--- config.mk ---
export PLATFORM = sky130hd
export DESIGN_NAME = alu_operand_loader_flat
export DESIGN_NICKNAME = d
export VERILOG_FILES = /design/src/rtl/alu_operand_loader_if.sv /design/src/rtl/alu_operand_loader.sv /design/src/flat_wrapper.sv
export SDC_FILE = /design/constraint.sdc
export NUM_CORES = 1
export LEC_CHECK = 0
export BUFFER_PORTS_ARGS = -buffer_cell sky130_fd_sc_hd__buf_2
export CELL_PAD_IN_SITES_DETAIL_PLACEMENT = 0
export CELL_PAD_IN_SITES_GLOBAL_PLACEMENT = 1
export CORE_AREA = 2 2 58 66
export DETAILED_ROUTE_END_ITERATION = 7
export DIE_AREA = 0 0 60 68
export GPL_TIMING_DRIVEN = 0
export HOLD_SLACK_MARGIN = 0.08
export PLACE_DENSITY = 0.82
export SKIP_LAST_GASP = 1
export SLEW_MARGIN = 20
export SYNTH_ARGS = -nofsm -noshare
export SYNTH_HDL_FRONTEND = slang
export SYNTH_SLANG_ARGS = --single-unit
export TNS_END_PERCENT = 1
--- constraint.sdc ---
create_clock -name clk -period 1.95 [get_ports clk]
set_input_delay 0.195 -clock clk [delete_from_list [all_inputs] [get_ports clk]]
set_output_delay 0.195 -clock clk [all_outputs]
set_load 0.005 [all_outputs]
--- src/rtl/alu_operand_loader_if.sv ---
// Signal bundle between the switch bank / ALU side and the operand loader.
// The master side drives the switches, button, chain mode and ALU result; the slave side is the loader.
interface alu_operand_loader_if #(
    parameter int WIDTH    = 6,
    parameter int OP_WIDTH = 3
);
    logic [WIDTH-1:0] sw_data;
    logic             load_btn;
    logic             chain;
    logic [WIDTH-1:0] alu_result;
    logic [WIDTH-1:0] input1;
    logic [WIDTH-1:0] input2;
    logic             f;
    logic             x;
    logic             n;
    logic             op_valid;
    logic [WIDTH-1:0] result;
    logic             result_valid;
    logic [1:0]       stage;

    modport master (
        output sw_data, load_btn, chain, alu_result,
        input  input1, input2, f, x, n, op_valid, result, result_valid, stage
    );

    modport slave (
        input  sw_data, load_btn, chain, alu_result,
        output input1, input2, f, x, n, op_valid, result, result_valid, stage
    );
endinterface

--- src/rtl/alu_operand_loader.sv ---
// Operand/opcode sequencer for the 6-bit ALU: loads A, B and opcode one press at a time,
// runs one execute cycle, captures the result and optionally chains it back as the next A.
module alu_operand_loader #(
    parameter int WIDTH    = 6,
    parameter int OP_WIDTH = 3
) (
    input  logic                 clk,
    input  logic                 reset,
    alu_operand_loader_if.slave  bus
);

    typedef enum logic [1:0] {
        S_A    = 2'b00,
        S_B    = 2'b01,
        S_OP   = 2'b10,
        S_EXEC = 2'b11
    } state_e;

    state_e              state_q, state_d;
    logic                btn_q;
    logic [WIDTH-1:0]    a_q, a_d;
    logic [WIDTH-1:0]    b_q, b_d;
    logic [OP_WIDTH-1:0] op_q, op_d;
    logic [WIDTH-1:0]    result_q, result_d;
    logic                result_valid_q, result_valid_d;
    logic                press;

    // Rising edge of the already-debounced button; btn_q resets high so a held button is not a press.
    assign press = bus.load_btn & ~btn_q;

    always_comb begin
        state_d        = state_q;
        a_d            = a_q;
        b_d            = b_q;
        op_d           = op_q;
        result_d       = result_q;
        result_valid_d = result_valid_q;

        case (state_q)
            S_A: begin
                if (press) begin
                    a_d            = bus.sw_data;
                    result_valid_d = 1'b0;
                    state_d        = S_B;
                end
            end
            S_B: begin
                // Clearing here matters only when S_B was entered by chaining.
                if (press) begin
                    b_d            = bus.sw_data;
                    result_valid_d = 1'b0;
                    state_d        = S_OP;
                end
            end
            S_OP: begin
                if (press) begin
                    op_d    = bus.sw_data[OP_WIDTH-1:0];
                    state_d = S_EXEC;
                end
            end
            S_EXEC: begin
                result_d       = bus.alu_result;
                result_valid_d = 1'b1;
                if (bus.chain) begin
                    a_d     = bus.alu_result;
                    state_d = S_B;
                end else begin
                    state_d = S_A;
                end
            end
            default: begin
                state_d = S_A;
            end
        endcase
    end

    always_ff @(posedge clk) begin
        if (reset) begin
            state_q        <= S_A;
            btn_q          <= 1'b1;
            a_q            <= '0;
            b_q            <= '0;
            op_q           <= '0;
            result_q       <= '0;
            result_valid_q <= 1'b0;
        end else begin
            state_q        <= state_d;
            btn_q          <= bus.load_btn;
            a_q            <= a_d;
            b_q            <= b_d;
            op_q           <= op_d;
            result_q       <= result_d;
            result_valid_q <= result_valid_d;
        end
    end

    // op_valid is a one-cycle strobe with no back-pressure: the ALU is combinational and
    // result/result_valid update on the edge that ends it; result_valid then holds until the next load.
    assign bus.input1       = a_q;
    assign bus.input2       = b_q;
    assign bus.f            = op_q[2];
    assign bus.x            = op_q[1];
    assign bus.n            = op_q[0];
    assign bus.op_valid     = (state_q == S_EXEC);
    assign bus.result       = result_q;
    assign bus.result_valid = result_valid_q;
    assign bus.stage        = state_q;

endmodule

--- src/flat_wrapper.sv ---
// flat-port wrapper written by rule: the top's interface ports become plain ports
module alu_operand_loader_flat 
#(
    parameter int WIDTH    = 6,
    parameter int OP_WIDTH = 3
)
  (clk, reset, bus_sw_data, bus_load_btn, bus_chain, bus_alu_result, bus_input1, bus_input2, bus_f, bus_x, bus_n, bus_op_valid, bus_result, bus_result_valid, bus_stage);
  alu_operand_loader_if #(.WIDTH(WIDTH), .OP_WIDTH(OP_WIDTH)) bus_i ();
  input  logic clk;
  input  logic reset;
  input wire logic [$bits(bus_i.sw_data)-1:0] bus_sw_data;
  input wire logic [$bits(bus_i.load_btn)-1:0] bus_load_btn;
  input wire logic [$bits(bus_i.chain)-1:0] bus_chain;
  input wire logic [$bits(bus_i.alu_result)-1:0] bus_alu_result;
  output wire logic [$bits(bus_i.input1)-1:0] bus_input1;
  output wire logic [$bits(bus_i.input2)-1:0] bus_input2;
  output wire logic [$bits(bus_i.f)-1:0] bus_f;
  output wire logic [$bits(bus_i.x)-1:0] bus_x;
  output wire logic [$bits(bus_i.n)-1:0] bus_n;
  output wire logic [$bits(bus_i.op_valid)-1:0] bus_op_valid;
  output wire logic [$bits(bus_i.result)-1:0] bus_result;
  output wire logic [$bits(bus_i.result_valid)-1:0] bus_result_valid;
  output wire logic [$bits(bus_i.stage)-1:0] bus_stage;
  assign bus_i.sw_data = bus_sw_data;
  assign bus_i.load_btn = bus_load_btn;
  assign bus_i.chain = bus_chain;
  assign bus_i.alu_result = bus_alu_result;
  assign bus_input1 = bus_i.input1;
  assign bus_input2 = bus_i.input2;
  assign bus_f = bus_i.f;
  assign bus_x = bus_i.x;
  assign bus_n = bus_i.n;
  assign bus_op_valid = bus_i.op_valid;
  assign bus_result = bus_i.result;
  assign bus_result_valid = bus_i.result_valid;
  assign bus_stage = bus_i.stage;
  alu_operand_loader #(.WIDTH(WIDTH), .OP_WIDTH(OP_WIDTH)) u_core (.clk(clk), .reset(reset), .bus(bus_i));
endmodule
==> Word level (Yosys, flattened, before mapping) <==
Index checks and enable logic that the tools add are counted.
{ "op_classes": {"n_eq_ne": 8, "n_reduce_logical": 9, "muxes": 10, "bitwise": 2} }
{ "op_table": {"columns": ["cell", "n"], "rows": [
  ["$mux W6", 2],
  ["$pmux W6 S2", 1],
  ["$ne A2 B1 Y1 const B", 4],
  ["$pmux W2 S4", 1],
  ["$mux W2", 3],
  ["$reduce_and A2 Y1", 3],
  ["$reduce_and A3 Y1", 2],
  ["$eq A2 B2 Y1 const B", 2],
  ["$reduce_bool A2 Y1", 2],
  ["$eq A2 B1 Y1 const B", 1],
  ["$logic_not A2 Y1", 1],
  ["$mux W1", 2],
  ["$ne A2 B2 Y1 const B", 1],
  ["$pmux W1 S2", 1],
  ["$reduce_or A2 Y1", 1],
  ["$and A1 B1 Y1", 1],
  ["$not A1 Y1", 1]
]} }
{ "totals": {"output_inout_bits": 25, "inputBits": 16, "word_cells": 36, "register_bits": 25} }

==> Depth between registers and ports, before layout <==
{ "depth": {"ltp_word": 4, "ltp_mapped": 6} }

==> Least setup slack after synthesis <==
Ideal clock, no wire load.
{ "synth_timing": {"kind": "register to register", "from": "register u_core.state_q[0] (netlist: u_core.bus.stage[0])", "to": "register u_core.a_q[0] (netlist: u_core.bus.input1[0])", "path_stages_with_launch": 7, "setup_ps": 86, "arrival_time_ps": 1440, "setup_slack_ps": 425, "required_time_ps": 1864, "cell_sequence": "dfxtp_1 inv_1 ha_1 buf_4 mux2i_2 a211oi_1 a211oi_1"} }
{ "synth_via": {"elab_chain_len": 3, "word_cells_on_any_way": 7} }
{ "synth_rtl": {"columns": ["item", "line", "rtl"], "rows": [
  ["start, declared", "alu_operand_loader.sv:19", "state_e state_q, state_d;"],
  ["start signal, assigned", "alu_operand_loader.sv:87", "state_q <= state_d;"],
  ["$eq A2 B2 Y1 or $logic_not A2 Y1 (tied branches)", "alu_operand_loader.sv:39", "case (state_q)"],
  ["$ne A2 B2 Y1 (no line), or another cell as far along", null, null],
  ["$reduce_and A3 Y1 (no line)", null, null],
  ["end signal, assigned", "alu_operand_loader.sv:81", "a_q <= '0;"],
  ["end signal, assigned", "alu_operand_loader.sv:89", "a_q <= a_d;"],
  ["end, declared", "alu_operand_loader.sv:21", "logic [WIDTH-1:0] a_q, a_d;"]
]} }
Parallel ways exist; a longest one is shown, timed or not.
A chain may end at the register's enable or synchronous reset.

==> Worst setup path in the final report <==
{ "layout_timing": {"from": "register u_core.state_q[1] (netlist: u_core.bus.stage[1])", "to": "register u_core.state_q[0] (netlist: u_core.bus.stage[0])"} }
{ "layout_via": {"elab_chain_len": 3, "word_cells_on_any_way": 9} }
{ "layout_rtl": {"columns": ["item", "line"], "rows": [
  ["$eq A2 B2 Y1, or another cell as far along", "alu_operand_loader.sv:39"],
  ["$ne A2 B1 Y1 (no line)", null],
  ["$reduce_and A3 Y1 (no line)", null]
]} }
Parallel ways exist; a longest one is shown, timed or not.

==> results.rst <==
.. list-table::
   :header-rows: 1

   * - Metric
     - Value
   * - Number of buffers added on ports
     - 39
   * - Critical Path Start
     - u_core.bus.stage[1]$_SDFFE_PP0P_
   * - Largest net degree at the start of global routing
     - 16
   * - Die Height
     - ~70 um
   * - Top cell type's share of synthesized area
     - between 40 and 50%
   * - Final cell utilization of the core
     - a little over two fifths
   * - Number of ports placed on the die boundary
     - 41
   * - FP Rows
     - 23
   * - Wirelength, routed
     - 2.57 mm
   * - Distinct cell type count after synthesis
     - 26
   * - Leading post-synthesis cells by instance count
     - sky130_fd_sc_hd__dfxtp_1 (25), sky130_fd_sc_hd__mux2i_1 (16), sky130_fd_sc_hd__nor2_1 (15), sky130_fd_sc_hd__a211oi_1 (13), sky130_fd_sc_hd__inv_1 (8)
   * - Result of the run
     - finished, final reports clean
   * - Max_slew headroom
     - about two thirds
   * - Count of inserted antenna diode cells
     - 0
   * - Largest buffer count on any clock path
     - 2
   * - Number of synthesized register bits
     - 25
   * - Starting density of the core
     - between 30% and 40%
   * - Core area
     - ~3500 um^2
   * - Clock latency reported for the late side of the worst-skew pair
     - about 0.26 ns
   * - Clock buffer count from CTS
     - 3
   * - Unrepaired setup endpoints after global routing
     - no
   * - Setup violation total in the final timing report
     - 0
   * - Most used standard cell by instance count after synthesis
     - sky130_fd_sc_hd__dfxtp_1
   * - Measured slew at the worst slew-check pin
     - between 0.4 and 0.5 ns
   * - Die outline area
     - between 4000 and 5000 um^2
   * - Part of the Yosys area used for sequential elements
     - 43.4%
   * - Most used flip-flop cell after synthesis
     - sky130_fd_sc_hd__dfxtp_1
   * - First-pass iteration count of the detailed router
     - 4
   * - Combinational Power Share
     - between 30% and 40%
   * - Design internal power
     - ~990 uW
   * - Async set or reset register ratio after synthesis
     - 0%
   * - Final Max Tran Viols
     - 0
   * - Type of destination of the critical path
     - flop
   * - DR vias
     - a little over 900
   * - Clock tree sinks
     - 25
   * - H-Tree Depth
     - 1
   * - NetSw
     - 506 uW
   * - Synth warnings
     - 0
   * - Time the worst path needs with I/O delays and setup
     - between 1.5 and 2 ns
   * - TritonCTS clock tree
     - yes
   * - Post-CTS clock slew at the launch and capture registers of the worst setup and hold paths
     - 0.09 ns
   * - Global-route wire length before repair
     - just over 4 mm
   * - Post-Syn Area
     - 1150 um^2
   * - Post-route fraction of the period consumed by the critical path
     - 87.5%
   * - Main area contributors after synthesis
     - sky130_fd_sc_hd__dfxtp_1 (43%), sky130_fd_sc_hd__mux2i_1 (14%), sky130_fd_sc_hd__a211oi_1 (8.5%)
   * - Die width
     - approximately 60 um
   * - Worst-path maximum fanout
     - 9
   * - Synth area leader
     - sky130_fd_sc_hd__dfxtp_1
   * - Hold Path Origin
     - bus_load_btn
   * - CTS Root Buffer Type
     - sky130_fd_sc_hd__clkbuf_8
   * - Portion of total power attributed to the clock network
     - about a fifth
   * - Number of flops mapped to enable cells by yosys
     - 0
   * - Sequential power share
     - between 40% and 50%
   * - Final number of hold-violating endpoints
     - 0
   * - Leftover overflow at the end of global routing
     - 0
   * - Net count after synthesis
     - approximately 140
   * - HPWL after detailed placement
     - between 2 and 2.5 mm
   * - Start-to-end type of the worst setup path
     - flop to flop
   * - Number of antenna-violating nets in the routed design
     - 0
   * - Max-capacitance violation count
     - 0
   * - Hold Path Class
     - input port to flop
   * - Combined global-route utilization of all metal layers
     - 13.0%
   * - Net Sw Frac
     - 33.7%
   * - Layout Nets
     - 180
   * - Share of cells above drive strength 1
     - between 30% and 40%
   * - Placer congestion estimate
     - between 0.7 and 0.8
   * - Layout Skew
     - between 0.004 and 0.005 ns
   * - Initial antenna violation count
     - 0
   * - R2R Path Start
     - u_core.bus.stage[1]$_SDFFE_PP0P_
   * - Static power due to leakage
     - between 0.6 and 0.7 nW
   * - Fmax
     - roughly 0.6 GHz
   * - Number of violations reported at the end of detailed-routing iteration 0
     - 18
   * - Post-detailed-route via-to-cell ratio
     - between 4 and 5
   * - Arrival time at the worst endpoint
     - roughly 1.9 ns
   * - Mapped Cells
     - 114
   * - Startpoint types
     - flop
   * - Aggregate negative setup slack
     - 0 ns
   * - Data required time at the worst endpoint
     - ~2.1 ns
   * - Number of global-route vias before repair
     - around 890
   * - Routed length per instance
     - approximately 12 um
   * - DRC violations left
     - 0
   * - IR drop worst, VDD
     - ~0.00048 V
   * - Synth-to-Final Area Change
     - 27.3%
   * - Pwr Density
     - a little over 1000 nW/um^2
   * - Average cell area after synthesis
     - 10.1 um^2
## metal layers
layer / routed length, um / global-route usage, % / part of all wire (%) / up-vias
li1: - / - / - / 481
met1: 1090 / 16.3 / 42 / 413
met2: 1360 / 22.0 / 53 / 17
met3: 99 / 2.46 / 3.8 / 2
met4: 18 / 5.00 / 0.70 / 0
met5: 0 / 0 / 0 / -
## worst paths after layout
kind / cells after the start / to / slack, ns
hold / removal: 2 / u_core.btn_q$_SDFF_PP1_ / 0.17
setup / recovery: 6 / u_core.bus.stage[0]$_SDFFE_PP0P_ / 0.24
hold reg to reg: 2 / u_core.bus.input1[0]$_SDFFE_PP0P_ / 0.46
setup reg to reg: 6 / u_core.bus.stage[0]$_SDFFE_PP0P_ / 0.24
## cells by family after synthesis
| family | synth area share, % |
|---|---|
| AND/OR/NAND/NOR | 10.8 |
| adder cells (fa/ha/maj) | 6.51 |
| AO/OA/AOI/OAI | 12.4 |
| flip-flops | 43.4 |
| multiplexers | 20.9 |
| buffers and inverters | 5.96 |
## timing repair
action / in CTS / in global routing
buffers inserted: 0 / 0
endpoints found under the setup margin: 0 / 1
gates resized for setup: 0 / 1
hold buffers: 0 / 0
## sequential cells by signal (all words and copies together), names as in the netlist
signal	cells
u_core.op_q	3
u_core.bus.result	6
u_core.bus.input2	6
u_core.btn_q	1
u_core.bus.stage	2
u_core.bus.result_valid	1
u_core.bus.input1	6
## cells in the final DEF (no fill, tap or decap), types with 2 or more instances in the layout
cell	n
sky130_fd_sc_hd__a211oi_1	13
sky130_fd_sc_hd__dfxtp_1	25
sky130_fd_sc_hd__o21ai_0	2
sky130_fd_sc_hd__mux2i_1	16
sky130_fd_sc_hd__inv_1	8
sky130_fd_sc_hd__ha_1	6
sky130_fd_sc_hd__buf_2	40
sky130_fd_sc_hd__nor2_1	15
sky130_fd_sc_hd__mux2_2	6
sky130_fd_sc_hd__nand3b_1	2
sky130_fd_sc_hd__nand2b_1	2
sky130_fd_sc_hd__clkbuf_1	4
sky130_fd_sc_hd__clkbuf_8	3
## metrics by stage
stage	hold slack [ns]	std cells	power, mW	instance area (um^2)	worst slack, ns
2_1_floorplan	0.302	114	1.01	1150	0.425
3_3_place_gp	0.439	203	1.16	1410	0.303
3_5_place_dp	0.444	203	1.19	1410	0.225
4_1_cts	0.166	207	1.50	1460	0.182
5_1_grt	0.171	207	1.60	1470	0.114
6_report	0.166	207	1.50	1470	0.244
## power groups by stage
stage | clock [mW] | sequential [mW] | combinational (mW)
after floorplan | 0 | 0.668 | 0.342
after global placement | 0 | 0.663 | 0.498
after detailed placement | 0 | 0.665 | 0.526
after CTS | 0.318 | 0.653 | 0.531
after global routing | 0.334 | 0.663 | 0.602
final | 0.308 | 0.651 | 0.540
## layout make-up
class / count / area (um^2)
plain buffers: 7 / 38.8
clock buffers: 3 / 41.3
clock inverters: 1 / 7.51
fillers: 343 / 2010
inverters: 8 / 30.0
multi-input cells: 74 / 593
flip-flops and latches: 25 / 500
well taps: 50 / 62.6
repair buffers: 39 / 195
## worst max-delay path: stages, from the launching register on
cell	delay [ns]
sky130_fd_sc_hd__dfxtp_1	0.47
sky130_fd_sc_hd__inv_1	0.14
sky130_fd_sc_hd__ha_1	0.19
sky130_fd_sc_hd__buf_4	0.17
sky130_fd_sc_hd__nor3_1	0.29
sky130_fd_sc_hd__o22ai_1	0.12
sky130_fd_sc_hd__a221oi_1	0.24
No activity file was read; power rests on OpenSTA's default activity.
